[config.mk]
export PLATFORM = sky130hd
export DESIGN_NAME = sram_like_axi_bridge_flat
export DESIGN_NICKNAME = d
export VERILOG_FILES = /design/src/rtl/sram_like_axi_bridge_pkg.sv /design/src/rtl/sram_like_axi_bridge_if.sv /design/src/rtl/sram_like_axi_bridge_wstrb_gen.sv /design/src/rtl/sram_like_axi_bridge.sv /design/src/flat_wrapper.sv
export SDC_FILE = /design/constraint.sdc
export NUM_CORES = 1
export LEC_CHECK = 0
export CAP_MARGIN = 20
export CORE_AREA = 5 5 156 158
export CTS_CLUSTER_DIAMETER = 40
export DETAILED_ROUTE_END_ITERATION = 8
export DIE_AREA = 0 0 161 163
export PLACE_DENSITY = 0.66
export SETUP_SLACK_MARGIN = 0.1
export SYNTH_ARGS = -nofsm -noshare
export SYNTH_HDL_FRONTEND = slang
export SYNTH_HIERARCHICAL = 1
export SYNTH_SLANG_ARGS = --single-unit
[constraint.sdc]
create_clock -name clk -period 2.97 [get_ports clk]
set_clock_uncertainty 0.05 [all_clocks]
set_input_delay 0.594 -clock clk [delete_from_list [all_inputs] [get_ports clk]]
set_output_delay 0.594 -clock clk [all_outputs]
set_load 0.1 [all_outputs]
[src/rtl/sram_like_axi_bridge_pkg.sv]
// Shared types and constants for the SRAM-like to AXI bridge.
package bridge_pkg;

    // Bridge FSM: one outstanding AXI transaction at a time.
    typedef enum logic [2:0] {
        IDLE   = 3'd0,
        RD_AR  = 3'd1,
        RD_R   = 3'd2,
        WR_AWW = 3'd3,
        WR_B   = 3'd4
    } bridge_state_e;

    // Owner IDs double as the AXI arid/awid/wid values.
    localparam logic [3:0] OWNER_INST = 4'd0;
    localparam logic [3:0] OWNER_DATA = 4'd1;

    // Fixed AXI fields: single-beat INCR, no lock/cache/prot.
    localparam logic [1:0] BURST_INCR = 2'b01;
    localparam logic [7:0] LEN_SINGLE = 8'd0;
    localparam logic [1:0] LOCK_NONE  = 2'b00;
    localparam logic [3:0] CACHE_NONE = 4'b0000;
    localparam logic [2:0] PROT_NONE  = 3'b000;

endpackage

[src/rtl/sram_like_axi_bridge_if.sv]
// Bus interfaces of the bridge: one SRAM-like port type (used for both
// fetch and data) and the AXI master bus.
//
// Handshake semantics: an SRAM-like request is taken in the cycle where
// req and addr_ok are both 1; data_ok is a one-cycle completion pulse.
// On AXI a beat transfers in the cycle where valid and ready are both 1;
// a valid, once raised, holds with stable payload until its ready.
interface sram_like_if #(
    parameter int ADDR_W = 32,
    parameter int DATA_W = 32
);
    logic              req;
    logic              wr;
    logic [1:0]        size;
    logic [ADDR_W-1:0] addr;
    logic [DATA_W-1:0] wdata;
    logic              addr_ok;
    logic              data_ok;
    logic [DATA_W-1:0] rdata;

    // Core side issues requests.
    modport master (output req, wr, size, addr, wdata,
                    input  addr_ok, data_ok, rdata);
    // Bridge side accepts them.
    modport slave  (input  req, wr, size, addr, wdata,
                    output addr_ok, data_ok, rdata);
endinterface

interface axi_if #(
    parameter int ADDR_W = 32,
    parameter int DATA_W = 32
);
    logic [3:0]          arid;
    logic [ADDR_W-1:0]   araddr;
    logic [7:0]          arlen;
    logic [2:0]          arsize;
    logic [1:0]          arburst;
    logic [1:0]          arlock;
    logic [3:0]          arcache;
    logic [2:0]          arprot;
    logic                arvalid;
    logic                arready;
    logic [DATA_W-1:0]   rdata;
    logic                rvalid;
    logic                rready;
    logic [3:0]          awid;
    logic [ADDR_W-1:0]   awaddr;
    logic [7:0]          awlen;
    logic [2:0]          awsize;
    logic [1:0]          awburst;
    logic [1:0]          awlock;
    logic [3:0]          awcache;
    logic [2:0]          awprot;
    logic                awvalid;
    logic                awready;
    logic [3:0]          wid;
    logic [DATA_W-1:0]   wdata;
    logic [DATA_W/8-1:0] wstrb;
    logic                wlast;
    logic                wvalid;
    logic                wready;
    logic                bvalid;
    logic                bready;

    modport master (output arid, araddr, arlen, arsize, arburst, arlock, arcache, arprot, arvalid,
                    input  arready,
                    input  rdata, rvalid,
                    output rready,
                    output awid, awaddr, awlen, awsize, awburst, awlock, awcache, awprot, awvalid,
                    input  awready,
                    output wid, wdata, wstrb, wlast, wvalid,
                    input  wready,
                    input  bvalid,
                    output bready);
    modport slave  (input  arid, araddr, arlen, arsize, arburst, arlock, arcache, arprot, arvalid,
                    output arready,
                    output rdata, rvalid,
                    input  rready,
                    input  awid, awaddr, awlen, awsize, awburst, awlock, awcache, awprot, awvalid,
                    output awready,
                    input  wid, wdata, wstrb, wlast, wvalid,
                    output wready,
                    output bvalid,
                    input  bready);
endinterface

[src/rtl/sram_like_axi_bridge_wstrb_gen.sv]
// Byte-strobe generator: maps access size and low address bits onto the
// byte lanes of a 32-bit word. Store data is already lane-aligned by the core.
module axi_wstrb_gen (
    input  logic [1:0] size_i,
    input  logic [1:0] addr_lo_i,
    output logic [3:0] wstrb_o
);

    // Size decode; size 3 is not issued by the core and falls back to a full word.
    always_comb begin
        wstrb_o = 4'b1111;
        case (size_i)
            2'd0:    wstrb_o = 4'b0001 << addr_lo_i;
            2'd1:    wstrb_o = 4'b0011 << addr_lo_i;
            default: wstrb_o = 4'b1111;
        endcase
    end

endmodule

[src/rtl/sram_like_axi_bridge.sv]
// Bridges the core's fetch and data SRAM-like ports onto one AXI master.
// Data has priority; only one transaction is in flight, so the response
// is steered by a latched owner rather than by AXI ID.
module sram_like_axi_bridge
    import bridge_pkg::*;
#(
    parameter int ADDR_W = 32,
    parameter int DATA_W = 32
) (
    input  logic          clk,
    input  logic          rst,
    sram_like_if.slave    inst_if,
    sram_like_if.slave    data_if,
    axi_if.master         axi,
    output bridge_state_e dbg_state_o
);

    bridge_state_e       state_q, state_d;
    logic [3:0]          owner_q;
    logic                wr_q;
    logic [ADDR_W-1:0]   addr_q;
    logic [1:0]          size_q;
    logic [DATA_W-1:0]   wdata_q;
    logic [DATA_W/8-1:0] wstrb_q;
    logic                aw_done_q, aw_done_d;
    logic                w_done_q, w_done_d;

    logic                accept;
    logic                sel_data;
    logic [ADDR_W-1:0]   req_addr;
    logic [1:0]          req_size;
    logic                req_wr;
    logic [3:0]          req_wstrb;

    // Fetch never writes; its wr/wdata are intentionally ignored.
    logic                unused_inst_fields;
    assign unused_inst_fields = ^{inst_if.wr, inst_if.wdata};

    // Request selection: data wins whenever it asks.
    assign sel_data = data_if.req;
    assign accept   = (state_q == IDLE) && (data_if.req || inst_if.req);
    assign req_addr = sel_data ? data_if.addr : inst_if.addr;
    assign req_size = sel_data ? data_if.size : inst_if.size;
    assign req_wr   = sel_data && data_if.wr;

    axi_wstrb_gen u_wstrb_gen (
        .size_i    (req_size),
        .addr_lo_i (req_addr[1:0]),
        .wstrb_o   (req_wstrb)
    );

    // State and per-transaction latches; latches only move on acceptance so
    // the AXI payload stays stable while any valid is up.
    always_ff @(posedge clk or negedge rst) begin
        if (!rst) begin
            state_q   <= IDLE;
            owner_q   <= OWNER_INST;
            wr_q      <= 1'b0;
            addr_q    <= '0;
            size_q    <= 2'd0;
            wdata_q   <= '0;
            wstrb_q   <= '0;
            aw_done_q <= 1'b0;
            w_done_q  <= 1'b0;
        end else begin
            state_q   <= state_d;
            aw_done_q <= aw_done_d;
            w_done_q  <= w_done_d;
            if (accept) begin
                owner_q <= sel_data ? OWNER_DATA : OWNER_INST;
                wr_q    <= req_wr;
                addr_q  <= req_addr;
                size_q  <= req_size;
                wdata_q <= data_if.wdata;
                wstrb_q <= req_wstrb;
            end
        end
    end

    // Next-state and handshake outputs; completion pulses are combinational
    // from rvalid/bvalid so a response costs no extra cycle.
    always_comb begin
        state_d          = state_q;
        aw_done_d        = aw_done_q;
        w_done_d         = w_done_q;
        inst_if.addr_ok  = 1'b0;
        inst_if.data_ok  = 1'b0;
        inst_if.rdata    = '0;
        data_if.addr_ok  = 1'b0;
        data_if.data_ok  = 1'b0;
        data_if.rdata    = '0;
        axi.arvalid      = 1'b0;
        axi.rready       = 1'b0;
        axi.awvalid      = 1'b0;
        axi.wvalid       = 1'b0;
        axi.bready       = 1'b0;

        case (state_q)
            IDLE: begin
                data_if.addr_ok = data_if.req;
                inst_if.addr_ok = inst_if.req && !data_if.req;
                aw_done_d       = 1'b0;
                w_done_d        = 1'b0;
                if (accept) begin
                    state_d = req_wr ? WR_AWW : RD_AR;
                end
            end
            RD_AR: begin
                axi.arvalid = 1'b1;
                if (axi.arready) begin
                    state_d = RD_R;
                end
            end
            RD_R: begin
                axi.rready = 1'b1;
                if (axi.rvalid) begin
                    if (owner_q == OWNER_DATA) begin
                        data_if.data_ok = 1'b1;
                        data_if.rdata   = axi.rdata;
                    end else begin
                        inst_if.data_ok = 1'b1;
                        inst_if.rdata   = axi.rdata;
                    end
                    state_d = IDLE;
                end
            end
            WR_AWW: begin
                axi.awvalid = !aw_done_q;
                axi.wvalid  = !w_done_q;
                aw_done_d   = aw_done_q || axi.awready;
                w_done_d    = w_done_q || axi.wready;
                if (aw_done_d && w_done_d) begin
                    state_d = WR_B;
                end
            end
            WR_B: begin
                axi.bready = 1'b1;
                if (axi.bvalid) begin
                    data_if.data_ok = 1'b1;
                    state_d         = IDLE;
                end
            end
            default: begin
                state_d = IDLE;
            end
        endcase
    end

    // Address/data payload straight from the latches; the rest is constant.
    assign axi.arid    = owner_q;
    assign axi.araddr  = addr_q;
    assign axi.arlen   = LEN_SINGLE;
    assign axi.arsize  = {1'b0, size_q};
    assign axi.arburst = BURST_INCR;
    assign axi.arlock  = LOCK_NONE;
    assign axi.arcache = CACHE_NONE;
    assign axi.arprot  = PROT_NONE;

    assign axi.awid    = OWNER_DATA;
    assign axi.awaddr  = addr_q;
    assign axi.awlen   = LEN_SINGLE;
    assign axi.awsize  = {1'b0, size_q};
    assign axi.awburst = BURST_INCR;
    assign axi.awlock  = LOCK_NONE;
    assign axi.awcache = CACHE_NONE;
    assign axi.awprot  = PROT_NONE;

    assign axi.wid     = OWNER_DATA;
    assign axi.wdata   = wdata_q;
    assign axi.wstrb   = wstrb_q;
    assign axi.wlast   = 1'b1;

    assign dbg_state_o = state_q;

    // wr_q records the transaction direction for debug visibility.
    logic unused_wr;
    assign unused_wr = wr_q;

endmodule

[src/flat_wrapper.sv]
// flat-port wrapper written by rule: the top's interface ports become plain ports
module sram_like_axi_bridge_flat import bridge_pkg::*;
#(
    parameter int ADDR_W = 32,
    parameter int DATA_W = 32
)
  (clk, rst, dbg_state_o, inst_if_req, inst_if_wr, inst_if_size, inst_if_addr, inst_if_wdata, inst_if_addr_ok, inst_if_data_ok, inst_if_rdata, data_if_req, data_if_wr, data_if_size, data_if_addr, data_if_wdata, data_if_addr_ok, data_if_data_ok, data_if_rdata, axi_arid, axi_araddr, axi_arlen, axi_arsize, axi_arburst, axi_arlock, axi_arcache, axi_arprot, axi_arvalid, axi_arready, axi_rdata, axi_rvalid, axi_rready, axi_awid, axi_awaddr, axi_awlen, axi_awsize, axi_awburst, axi_awlock, axi_awcache, axi_awprot, axi_awvalid, axi_awready, axi_wid, axi_wdata, axi_wstrb, axi_wlast, axi_wvalid, axi_wready, axi_bvalid, axi_bready);
  sram_like_if #(.ADDR_W(ADDR_W), .DATA_W(DATA_W)) inst_if_i ();
  sram_like_if #(.ADDR_W(ADDR_W), .DATA_W(DATA_W)) data_if_i ();
  axi_if #(.ADDR_W(ADDR_W), .DATA_W(DATA_W)) axi_i ();
  input  logic clk;
  input  logic rst;
  output bridge_state_e dbg_state_o;
  input wire logic [$bits(inst_if_i.req)-1:0] inst_if_req;
  input wire logic [$bits(inst_if_i.wr)-1:0] inst_if_wr;
  input wire logic [$bits(inst_if_i.size)-1:0] inst_if_size;
  input wire logic [$bits(inst_if_i.addr)-1:0] inst_if_addr;
  input wire logic [$bits(inst_if_i.wdata)-1:0] inst_if_wdata;
  output wire logic [$bits(inst_if_i.addr_ok)-1:0] inst_if_addr_ok;
  output wire logic [$bits(inst_if_i.data_ok)-1:0] inst_if_data_ok;
  output wire logic [$bits(inst_if_i.rdata)-1:0] inst_if_rdata;
  input wire logic [$bits(data_if_i.req)-1:0] data_if_req;
  input wire logic [$bits(data_if_i.wr)-1:0] data_if_wr;
  input wire logic [$bits(data_if_i.size)-1:0] data_if_size;
  input wire logic [$bits(data_if_i.addr)-1:0] data_if_addr;
  input wire logic [$bits(data_if_i.wdata)-1:0] data_if_wdata;
  output wire logic [$bits(data_if_i.addr_ok)-1:0] data_if_addr_ok;
  output wire logic [$bits(data_if_i.data_ok)-1:0] data_if_data_ok;
  output wire logic [$bits(data_if_i.rdata)-1:0] data_if_rdata;
  output wire logic [$bits(axi_i.arid)-1:0] axi_arid;
  output wire logic [$bits(axi_i.araddr)-1:0] axi_araddr;
  output wire logic [$bits(axi_i.arlen)-1:0] axi_arlen;
  output wire logic [$bits(axi_i.arsize)-1:0] axi_arsize;
  output wire logic [$bits(axi_i.arburst)-1:0] axi_arburst;
  output wire logic [$bits(axi_i.arlock)-1:0] axi_arlock;
  output wire logic [$bits(axi_i.arcache)-1:0] axi_arcache;
  output wire logic [$bits(axi_i.arprot)-1:0] axi_arprot;
  output wire logic [$bits(axi_i.arvalid)-1:0] axi_arvalid;
  input wire logic [$bits(axi_i.arready)-1:0] axi_arready;
  input wire logic [$bits(axi_i.rdata)-1:0] axi_rdata;
  input wire logic [$bits(axi_i.rvalid)-1:0] axi_rvalid;
  output wire logic [$bits(axi_i.rready)-1:0] axi_rready;
  output wire logic [$bits(axi_i.awid)-1:0] axi_awid;
  output wire logic [$bits(axi_i.awaddr)-1:0] axi_awaddr;
  output wire logic [$bits(axi_i.awlen)-1:0] axi_awlen;
  output wire logic [$bits(axi_i.awsize)-1:0] axi_awsize;
  output wire logic [$bits(axi_i.awburst)-1:0] axi_awburst;
  output wire logic [$bits(axi_i.awlock)-1:0] axi_awlock;
  output wire logic [$bits(axi_i.awcache)-1:0] axi_awcache;
  output wire logic [$bits(axi_i.awprot)-1:0] axi_awprot;
  output wire logic [$bits(axi_i.awvalid)-1:0] axi_awvalid;
  input wire logic [$bits(axi_i.awready)-1:0] axi_awready;
  output wire logic [$bits(axi_i.wid)-1:0] axi_wid;
  output wire logic [$bits(axi_i.wdata)-1:0] axi_wdata;
  output wire logic [$bits(axi_i.wstrb)-1:0] axi_wstrb;
  output wire logic [$bits(axi_i.wlast)-1:0] axi_wlast;
  output wire logic [$bits(axi_i.wvalid)-1:0] axi_wvalid;
  input wire logic [$bits(axi_i.wready)-1:0] axi_wready;
  input wire logic [$bits(axi_i.bvalid)-1:0] axi_bvalid;
  output wire logic [$bits(axi_i.bready)-1:0] axi_bready;
  assign inst_if_i.req = inst_if_req;
  assign inst_if_i.wr = inst_if_wr;
  assign inst_if_i.size = inst_if_size;
  assign inst_if_i.addr = inst_if_addr;
  assign inst_if_i.wdata = inst_if_wdata;
  assign inst_if_addr_ok = inst_if_i.addr_ok;
  assign inst_if_data_ok = inst_if_i.data_ok;
  assign inst_if_rdata = inst_if_i.rdata;
  assign data_if_i.req = data_if_req;
  assign data_if_i.wr = data_if_wr;
  assign data_if_i.size = data_if_size;
  assign data_if_i.addr = data_if_addr;
  assign data_if_i.wdata = data_if_wdata;
  assign data_if_addr_ok = data_if_i.addr_ok;
  assign data_if_data_ok = data_if_i.data_ok;
  assign data_if_rdata = data_if_i.rdata;
  assign axi_arid = axi_i.arid;
  assign axi_araddr = axi_i.araddr;
  assign axi_arlen = axi_i.arlen;
  assign axi_arsize = axi_i.arsize;
  assign axi_arburst = axi_i.arburst;
  assign axi_arlock = axi_i.arlock;
  assign axi_arcache = axi_i.arcache;
  assign axi_arprot = axi_i.arprot;
  assign axi_arvalid = axi_i.arvalid;
  assign axi_i.arready = axi_arready;
  assign axi_i.rdata = axi_rdata;
  assign axi_i.rvalid = axi_rvalid;
  assign axi_rready = axi_i.rready;
  assign axi_awid = axi_i.awid;
  assign axi_awaddr = axi_i.awaddr;
  assign axi_awlen = axi_i.awlen;
  assign axi_awsize = axi_i.awsize;
  assign axi_awburst = axi_i.awburst;
  assign axi_awlock = axi_i.awlock;
  assign axi_awcache = axi_i.awcache;
  assign axi_awprot = axi_i.awprot;
  assign axi_awvalid = axi_i.awvalid;
  assign axi_i.awready = axi_awready;
  assign axi_wid = axi_i.wid;
  assign axi_wdata = axi_i.wdata;
  assign axi_wstrb = axi_i.wstrb;
  assign axi_wlast = axi_i.wlast;
  assign axi_wvalid = axi_i.wvalid;
  assign axi_i.wready = axi_wready;
  assign axi_i.bvalid = axi_bvalid;
  assign axi_bready = axi_i.bready;
  sram_like_axi_bridge #(.ADDR_W(ADDR_W), .DATA_W(DATA_W)) u_core (.clk(clk), .rst(rst), .inst_if(inst_if_i), .data_if(data_if_i), .axi(axi_i), .dbg_state_o(dbg_state_o));
endmodule
==> results by group, run 1 <==
Final layout
  • Most frequent cells in the layout: 139 x clkdlybuf4s50_1, 121 x buf_4, 73 x dfrtp_1, 70 x buf_12, 69 x mux2_4
  • Area Growth Syn to Fin: 81.38%
  • Post-layout util: 38.34%
  • FF+latch area: ~1900 um2
  • FILL cells: 2215
  • Share of layout cells above drive strength 1: between 50 and 60%
  • Non-Filler Instances: roughly 1000
  • Diodes inserted: 0
  • Final #Nets: between 800 and 900
  • Multi-input gate area: between 2000 and 2500 um2
  • Commonest non-fill, non-tap cell in the layout: clkdlybuf4s50_1

Critical path
  • CP Data Arrival Time: roughly 2.1 ns
  • R2R depth: 4
  • Reg2reg start: u_core/dbg_state_o[0]
  • Most used cell, CP: nor3b_4
  • Crit Reg-Reg Endpoint: u_core/axi.wdata[23]
  • Crit path kind: reg2out
  • CP max stage delay: 0.55 ns
  • Worst Setup End Kind: output port
  • Critical Path, Cell by Cell: nor3b_4 > nor3b_4 > buf_4 > and2_2 > buf_12
  • FF-to-FF setup slack: 0.85 ns
  • Crit path launch type: flop
  • Worst path slowest cell: dfrtp_4
  • Crit path required time: between 2 and 2.5 ns
  • CP Max Fanout: 20

STA
  • RSZ-0062 raised after global routing: no
  • Slew Limit Fails: 0
  • Highest Clock Rate: 0.3703 GHz
  • Fin. Hold Viols: 0
  • Final period util: between 90% and 100%
  • Final setup viols: 0
  • Final Critical Period: ~2.7 ns

Clock network
  • Post-CTS Setup Inserts: 0
  • Reg clk slew, reported paths: ~0.07 ns
  • CTS tree: done
  • Hold_buf cts: 0
  • Clock Tree Buf Depth: 2
  • Worst-Skew Late Latency: about 0.34 ns
  • Clock root cell: clkbuf_16
  • H-tree Lvls: 3
  • Clock sinks: 76
  • Cts bufs inserted: 9

Global route
  • Antenna violations before repair: 0
  • Tot GR Track Use: 11.40%
  • Vias in the first global route: 3982
  • Largest net degree at the start of global routing: 48
  • Grt total ovfl: 0
  • First-pass GRT wire length: 23.03 mm

Synth
  • Flops & latches, synth: 76
  • Largest area contributor in the netlist: dfrtp_1
  • Sequential fraction of the synthesis area: between 30% and 40%
  • Distinct cell type count after synthesis: 31
  • Synth area leaders: dfrtp_1 39%, mux2_4 21%, buf_4 13%
  • Yosys top cell area share: 39.14%
  • Mean Syn Cell Area: ~12 um2
  • Yosys Warn Count: 6
  • Synth Cell Area: around 4900 um2
  • Synth Instances: 395

Floorplanning
  • Core area: 22980 um2
  • Row cnt: 56
  • Vert. Die Dim: 163 um
  • Die width: 161 um
  • Starting Density: a little over a fifth
  • Die area: approximately 26000 um2
  • Boundary pin count: around 410

Detailed routing
  • Total number of vias: roughly 3800
  • Via/cell ratio: approximately 3.9
  • Pre-antenna DRT Iters: 4
  • DRC: 0
  • Post-Route WL: 15.95 mm
  • Wire per inst: about 16 um
  • Post-DRT Antenna Nets: 0
  • DR iter-0 viols: roughly 110

Placed design
  • Hpwl dp: 12.78 mm
  • Placed Cells: ~960
  • Port Buffers: between 300 and 400
  • RePlAce Congestion: a little over 0.7

Min path
  • Hold Path Class: in2async

Status
  • Status: completed

Flow run
  • MaxCap Viol Count: 0
registers in the layout (all words and copies together), names as in the netlist:
signal,flops
u_core/axi.wstrb,4
u_core/w_done_q,1
u_core/axi.wdata,32
u_core/aw_done_q,1
u_core/size_q,2
u_core/axi.araddr,32
u_core/axi.arid,1
u_core/dbg_state_o,3
stage by stage:
| stage | area (um2) | TNS, ns | hold slack (ns) | setup WS (ns) |
|---|---|---|---|---|
| floorplan | 5276 | -12.49 | 0.2484 | -0.2473 |
| global placement | 8481 | 0 | 0.4463 | 0.3096 |
| finish | 8812 | 0 | 0.1387 | 0.2696 |
| detailed placement | 8481 | 0 | 0.4428 | 0.2786 |
| global route | 8812 | 0 | 0.1574 | 0.09492 |
| CTS | 8811 | 0 | 0.1336 | 0.1373 |
metal layers:
metal | up-vias | routed length [um] | GRT usage [%]
li1 | 1752 | - | -
met3 | 14 | 1598 | 4.708
met5 | - | 0 | 0
met1 | 1781 | 6026 | 12.71
met4 | 0 | 240 | 3.412
met2 | 235 | 8083 | 19.99
worst max-delay path, delay by kind of cell, from the launching register on:
family	cells	cell delay [ns]
and+or+nand+nor	3	0.71
buffers and inverters	2	0.44
DFF	1	0.55
cell type report:
type | count | share of cell area [%]
Inverter | 3 | 0.1278
Clock inverter | 7 | 1.193
Tap cell | 290 | 4.118
Sequential cell | 76 | 21.71
Timing Repair Buffer | 331 | 42.06
Clock buffer | 9 | 2.556
Multi-Input combinational cell | 261 | 28.24
kinds of logic after synthesis:
kind of cell           share of synthesized area, %
buffers and inverters                         17.69
multiplexers                                  29.44
AND/OR/NAND/NOR                               11.00
flip-flops                                    39.14
AO/OA/AOI/OAI                                 2.575
other                                        0.1546
what timing repair did:
item / CTS / global route
resized for setup: 0 / 1
endpoints found under the setup margin: 0 / 20
endpoints found under the hold margin: 0 / 0
how the worst max path moves through the flow:
| stage | from | to | cells past startpoint |
|---|---|---|---|
| 6_report | u_core/dbg_state_o[0] | inst_if_rdata[1] | 5 |
| 3_3_place_gp | axi_rvalid | inst_if_rdata[21] | 6 |
| 5_1_grt | u_core/dbg_state_o[0] | inst_if_rdata[1] | 5 |
| 2_1_floorplan | u_core/dbg_state_o[0] | inst_if_rdata[22] | 4 |
| 4_1_cts | u_core/dbg_state_o[0] | data_if_rdata[26] | 5 |
| 3_5_place_dp | axi_rvalid | inst_if_rdata[1] | 6 |
synthesized netlist by cell type, drive strengths merged:
master	instances
a211o	1
nor3	1
and3b	1
a21oi	3
buf	100
dfrtp	76
nor3b	3
o21ai	7
and2b	1
clkbuf	5
o22ai	1
nand2b	3
a21o	2
conb	2
o21bai	3
inv	3
nand3b	1
mux2	104
o21a	1
nor2	7
and2	66
and3	1
nand2	1
o32ai	1
a31oi	1
Power of run 1 is not shown: default switching activity piles up to over one toggle a cycle in this logic, so the estimate is an artifact.
==> run 2, diff against run 1 <==
--- a/config.mk
+++ b/config.mk
@@ -6,11 +6,10 @@
 export NUM_CORES = 1
 export LEC_CHECK = 0
 export CAP_MARGIN = 20
-export CORE_AREA = 5 5 156 158
-export CTS_CLUSTER_DIAMETER = 40
+export CORE_AREA = 2 2 157 159
 export DETAILED_ROUTE_END_ITERATION = 8
-export DIE_AREA = 0 0 161 163
-export PLACE_DENSITY = 0.66
+export DIE_AREA = 0 0 159 161
+export PLACE_DENSITY = 0.63
 export SETUP_SLACK_MARGIN = 0.1
 export SYNTH_ARGS = -nofsm -noshare
 export SYNTH_HDL_FRONTEND = slang
==> run 2 against run 1 <==
Maximum frequency up 3.5%. Routed wire length fell by 5.2%. Sequential share of layout area down 0.22 points. Utilization decreased by 1.2 points. Clock-buffer cell count grew 1. Via count decreased by 0.85%. Register-to-register slack lost 0.12 ns. Design area increased by 1.0%. Global-route usage is 0.19 points higher. Hold slack better by 0.054 ns. Sequential cell count did not move.
==> results by group, run 2 (synthesized netlist as in run 1, its figures left out) <==
Final layout
  • Most frequent cells in the layout: 139 x clkdlybuf4s50_1, 118 x buf_4, 73 x buf_12, 73 x dfrtp_1, 69 x mux2_4
  • Final instance area: 8902 um2
  • Commonest non-fill, non-tap cell in the layout: clkdlybuf4s50_1
  • Area Growth Syn to Fin: 83.23%
  • Share of layout cells above drive strength 1: between 50 and 60%
  • Non-Filler Instances: between 1000 and 1500
  • Diodes inserted: 0
  • FILL cells: roughly 2400
  • FF+latch area: 1913 um2
  • Multi-input gate area: about 2500 um2
  • Final #Nets: 857

Detailed routing
  • Via/cell ratio: 3.709
  • DRC: 0
  • Post-DRT Antenna Nets: 0
  • Pre-antenna DRT Iters: 4
  • Post-Route WL: approximately 15 mm
  • DR iter-0 viols: 85
  • Wire per inst: approximately 15 um
  • Total number of vias: around 3800

Floorplanning
  • Core area: ~24000 um2
  • Boundary pin count: 408
  • Row cnt: 57
  • Die area: between 20000 and 30000 um2
  • Starting Density: between 20% and 30%
  • Die width: ~160 um
  • Vert. Die Dim: 161 um

STA
  • RSZ-0062 raised after global routing: no
  • Highest Clock Rate: 0.3833 GHz
  • Fin. Hold Viols: 0
  • Final setup viols: 0
  • Slew Limit Fails: 0
  • Final Critical Period: approximately 2.6 ns
  • Worst Tran Pin Value: 0.5623 ns
  • Setup TNS: 0 ns
  • Final period util: 87.84%
  • Max-slew headroom: between 60% and 70%

Global route
  • Tot GR Track Use: a little under an eighth
  • Antenna violations before repair: 0
  • Grt total ovfl: 0
  • Largest net degree at the start of global routing: 40
  • Vias in the first global route: around 3900
  • First-pass GRT wire length: about 23 mm

Clock network
  • Clock Tree Buf Depth: 2
  • Post-CTS Setup Inserts: 0
  • CTS tree: done
  • Hold_buf cts: 0
  • # resized after CTS: 0
  • Clock sinks: 76
  • Cts bufs inserted: 9
  • H-tree Lvls: 3
  • Clock root cell: clkbuf_16
  • Worst-Skew Late Latency: between 0.3 and 0.4 ns
  • Reg clk slew, reported paths: approximately 0.060 ns

Critical path
  • Worst Setup End Kind: output port
  • Crit path launch type: flop
  • Worst path slowest cell: dfrtp_4
  • CP bufs+invs: 2
  • Crit path kind: reg2out
  • CP top delay family: simple AND/OR/NAND/NOR gates
  • Critical Path, Cell by Cell: nor3b_4 > nor3b_4 > buf_4 > and2_4 > buf_12
  • Crit path required time: ~2.3 ns
  • Most used cell, CP: nor3b_4
  • CP Max Fanout: 9
  • CP max stage delay: 0.54 ns
  • CP Data Arrival Time: about 2.0 ns

Flow run
  • MaxCap Viol Count: 0

Min path
  • Hold Path Class: in2async

Placed design
  • Placed Cells: 995
  • Port Buffers: ~320
  • Placed cell area: roughly 8600 um2
  • RePlAce Congestion: around 0.74
  • Hpwl dp: about 12 mm

Status
  • Status: completed
-- run 2: layout make-up --
cell class / instances / share of cell area (%)
Timing Repair Buffer: 331 / 42.05
Tap cell: 324 / 4.554
Clock inverter: 6 / 1.265
Sequential cell: 76 / 21.49
Inverter: 3 / 0.1265
Multi-Input combinational cell: 261 / 27.94
Clock buffer: 10 / 2.572
-- run 2: layer usage --
metal	track usage (%)	up-vias	part of all wire (%)
met5	0	-	0
met4	2.727	0	0.75
met3	3.544	6	8.0
met2	21.46	232	53
met1	13.04	1759	39
li1	-	1753	-
-- run 2: per-stage QoR --
stage | worst slack, ns | utilization (%) | hold slack (ns)
after floorplan | -0.2473 | - | 0.2484
after global placement | 0.3423 | 35.72 | 0.4448
after detailed placement | 0.3464 | 35.72 | 0.4428
after CTS | 0.3177 | 37.15 | 0.2027
after global routing | 0.2402 | 37.15 | 0.2201
final | 0.3612 | 37.15 | 0.1930
-- run 2: final timing paths --
check	startpoint	endpoint	slack, ns	depth (start not counted)
worst max-delay path	u_core/dbg_state_o[0]	inst_if_rdata[30]	0.36	5
worst min-delay path	rst	u_core/axi.wdata[25]	0.19	1
worst max register to register	u_core/dbg_state_o[2]	u_core/axi.wdata[1]	0.73	4
worst min register to register	u_core/axi.wdata[3]	u_core/axi.wdata[3]	0.46	1
max in group asynchronous	rst	u_core/axi.araddr[14]	2.03	2
min in group clk	u_core/axi.wdata[3]	u_core/axi.wdata[3]	0.46	1
Power of run 2 is left out for the same reason.
==> run 3, diff against run 2 <==
--- a/config.mk
+++ b/config.mk
@@ -6,12 +6,11 @@
 export NUM_CORES = 1
 export LEC_CHECK = 0
 export CAP_MARGIN = 20
-export CORE_AREA = 2 2 157 159
+export CORE_AREA = 2 2 159 161
 export DETAILED_ROUTE_END_ITERATION = 8
-export DIE_AREA = 0 0 159 161
-export PLACE_DENSITY = 0.63
+export DIE_AREA = 0 0 161 163
+export PLACE_DENSITY = 0.61
 export SETUP_SLACK_MARGIN = 0.1
 export SYNTH_ARGS = -nofsm -noshare
 export SYNTH_HDL_FRONTEND = slang
-export SYNTH_HIERARCHICAL = 1
 export SYNTH_SLANG_ARGS = --single-unit
==> run 3 against run 2 <==
Design area shrank 2.6%. Register-to-register slack improved by 0.15 ns. Die area grew 2.5%. Final cell count grew 4.2%. Sequential share of layout area grew 0.52 points. Hold slack got worse by 0.058 ns. Routed wire length is 3.9% higher. Area after synthesis is 3.8% lower. Non-clock buffer count increased by 1. Highest routed layer unchanged.
==> results by group, run 3 <==
Status
  • Status: completed

Global route
  • Vias in the first global route: 4133
  • Tot GR Track Use: between 10% and 20%
  • Antenna violations before repair: 0
  • Grt total ovfl: 0
  • Largest net degree at the start of global routing: 53
  • First-pass GRT wire length: about 23 mm

Clock network
  • Clock sinks: 76
  • Clock Tree Buf Depth: 2
  • Clock root cell: clkbuf_16
  • Post-CTS Setup Inserts: 0
  • Reg clk slew, reported paths: ~0.060 ns
  • CTS tree: done
  • Worst-Skew Late Latency: 0.33 ns
  • H-tree Lvls: 3
  • # resized after CTS: 0
  • Cts bufs inserted: 9
  • Hold_buf cts: 0

Floorplanning
  • Boundary pin count: between 400 and 500
  • Core area: 24670 um2
  • Die width: 161 um
  • Starting Density: 18.95%
  • Row cnt: just under 60
  • Die area: 26240 um2
  • Vert. Die Dim: between 150 and 200 um

Synth
  • Number of synthesized flops with an enable pin: 0
  • Distinct cell type count after synthesis: 38
  • Yosys top cell area share: between 40 and 50%
  • Yosys Warn Count: 0
  • Sequential fraction of the synthesis area: between 40% and 50%
  • Most frequent cells after synthesis: 86 x buf_4, 76 x dfrtp_1, 66 x and2_1
  • Flops & latches, synth: between 70 and 80
  • Primary FF master, synth: dfrtp_1
  • Synth async-reset ratio: 100.0%
  • Mean Syn Cell Area: approximately 11 um2
  • Synth area leaders: dfrtp_1 41%, buf_4 14%, mux2_4 9.0%
  • Largest area contributor in the netlist: dfrtp_1
  • Most frequent cell after synthesis: buf_4
  • Synth Cell Area: about 4700 um2
  • Synth Instances: 440

Final layout
  • Diodes inserted: 0
  • Area Growth Syn to Fin: 85.44%
  • Commonest non-fill, non-tap cell in the layout: clkdlybuf4s50_1
  • Post-layout util: 35.14%
  • Share of layout cells above drive strength 1: between 40 and 50%
  • Final #Nets: between 800 and 900
  • Non-Filler Instances: ~1100
  • Most frequent cells in the layout: 139 x clkdlybuf4s50_1, 120 x buf_4, 73 x dfrtp_1, 72 x buf_12, 62 x and2_4

Critical path
  • Crit path required time: ~2.3 ns
  • Crit path launch type: flop
  • Reg2reg start: u_core.dbg_state_o[1]
  • CP Data Arrival Time: between 1.5 and 2 ns
  • CP startpoint: u_core.dbg_state_o[0]
  • Worst path slowest cell: dfrtp_2
  • FF-to-FF setup slack: between 0.8 and 0.9 ns
  • Most used cell, CP: buf_12
  • Critical Path, Cell by Cell: nor3b_4 > and3_1 > buf_12 > and2_4 > buf_12
  • CP Max Fanout: 33
  • CP max stage delay: approximately 0.51 ns
  • Worst Setup End Kind: output port
  • Crit path kind: reg2out

Placed design
  • Placed Cells: between 1000 and 1500
  • Port Buffers: about 320
  • Hpwl dp: 12.41 mm
  • RePlAce Congestion: just over 0.7

Detailed routing
  • DRC: 0
  • DR iter-0 viols: approximately 110
  • Total number of vias: around 4000
  • Post-DRT Antenna Nets: 0
  • Pre-antenna DRT Iters: 4
  • Wire per inst: about 15 um
  • Via/cell ratio: about 3.8
  • Post-Route WL: 15.70 mm

STA
  • Final Critical Period: roughly 2.6 ns
  • Fin. Hold Viols: 0
  • Highest Clock Rate: 0.3896 GHz
  • Final setup viols: 0
  • RSZ-0062 raised after global routing: no
  • Slew Limit Fails: 0
  • Final period util: 86.43%

Flow run
  • MaxCap Viol Count: 0

Min path
  • Hold Path Class: in2async
[run 3: changes by cell type in the layout (fill, tap and decap cells not counted), sizes merged, moves of 3 or more]
cell / previous run / this run
mux2: 104 / 33
a21oi: 3 / 71
mux2i: 0 / 34
bufinv: 3 / 0
[run 3: cell families after synthesis]
group	count (synthesis)	synth area share, %
buf+inv	116	17.98
compound gates	90	12.02
simple gates	89	11.69
flops	76	40.67
mux	67	17.47
other cells	2	0.1606
[run 3: area by class of cell]
type,instances,area (um2)
Inverter,1,3.754
Multi-Input combinational cell,298,2321
Clock buffer,11,252.7
Fill cell,2469,16000
Tap cell,330,412.9
Sequential cell,76,1908
Timing Repair Buffer,332,3739
Clock inverter,5,33.78
[run 3: per-stage QoR]
step | instance area (um2) | setup WS, ns | TNS [ns] | hold slack (ns)
after floorplan | 5087 | -0.2943 | -16.26 | 0.2484
after global placement | 8384 | 0.4000 | 0 | 0.4202
after detailed placement | 8384 | 0.3807 | 0 | 0.4299
after CTS | 8671 | 0.3339 | 0 | 0.1357
after global routing | 8671 | 0.2935 | 0 | 0.1616
final | 8671 | 0.4030 | 0 | 0.1347
[run 3: per-layer routing]
layer / share of wire (%) / GRT usage [%] / routed length, um / up-vias
li1: - / - / - / 1903
met1: 37 / 12.98 / 5848 / 1897
met2: 52 / 20.56 / 8192 / 215
met3: 9.5 / 4.354 / 1487 / 14
met4: 1.1 / 2.841 / 170 / 0
met5: 0 / 0 / 0 / -
[run 3: path summary, 6_finish.rpt]
check	endpoint	cells after the start
min reg2reg	u_core.axi.wdata[1]	1
min in group clk	u_core.axi.wdata[1]	1
max reg2reg	u_core.axi.wdata[0]	5
max	data_if_rdata[0]	5
max in group asynchronous	u_core.axi.arid[0]	2
min	u_core.axi.wdata[24]	1
[run 3: worst max-delay path, delay by kind of cell (launching register included)]
family | cells | cell delay, ns
buffers and inverters | 2 | 0.36
flip-flops | 1 | 0.51
AND/OR/NAND/NOR | 3 | 0.68
Power of run 3 is left out for the same reason.
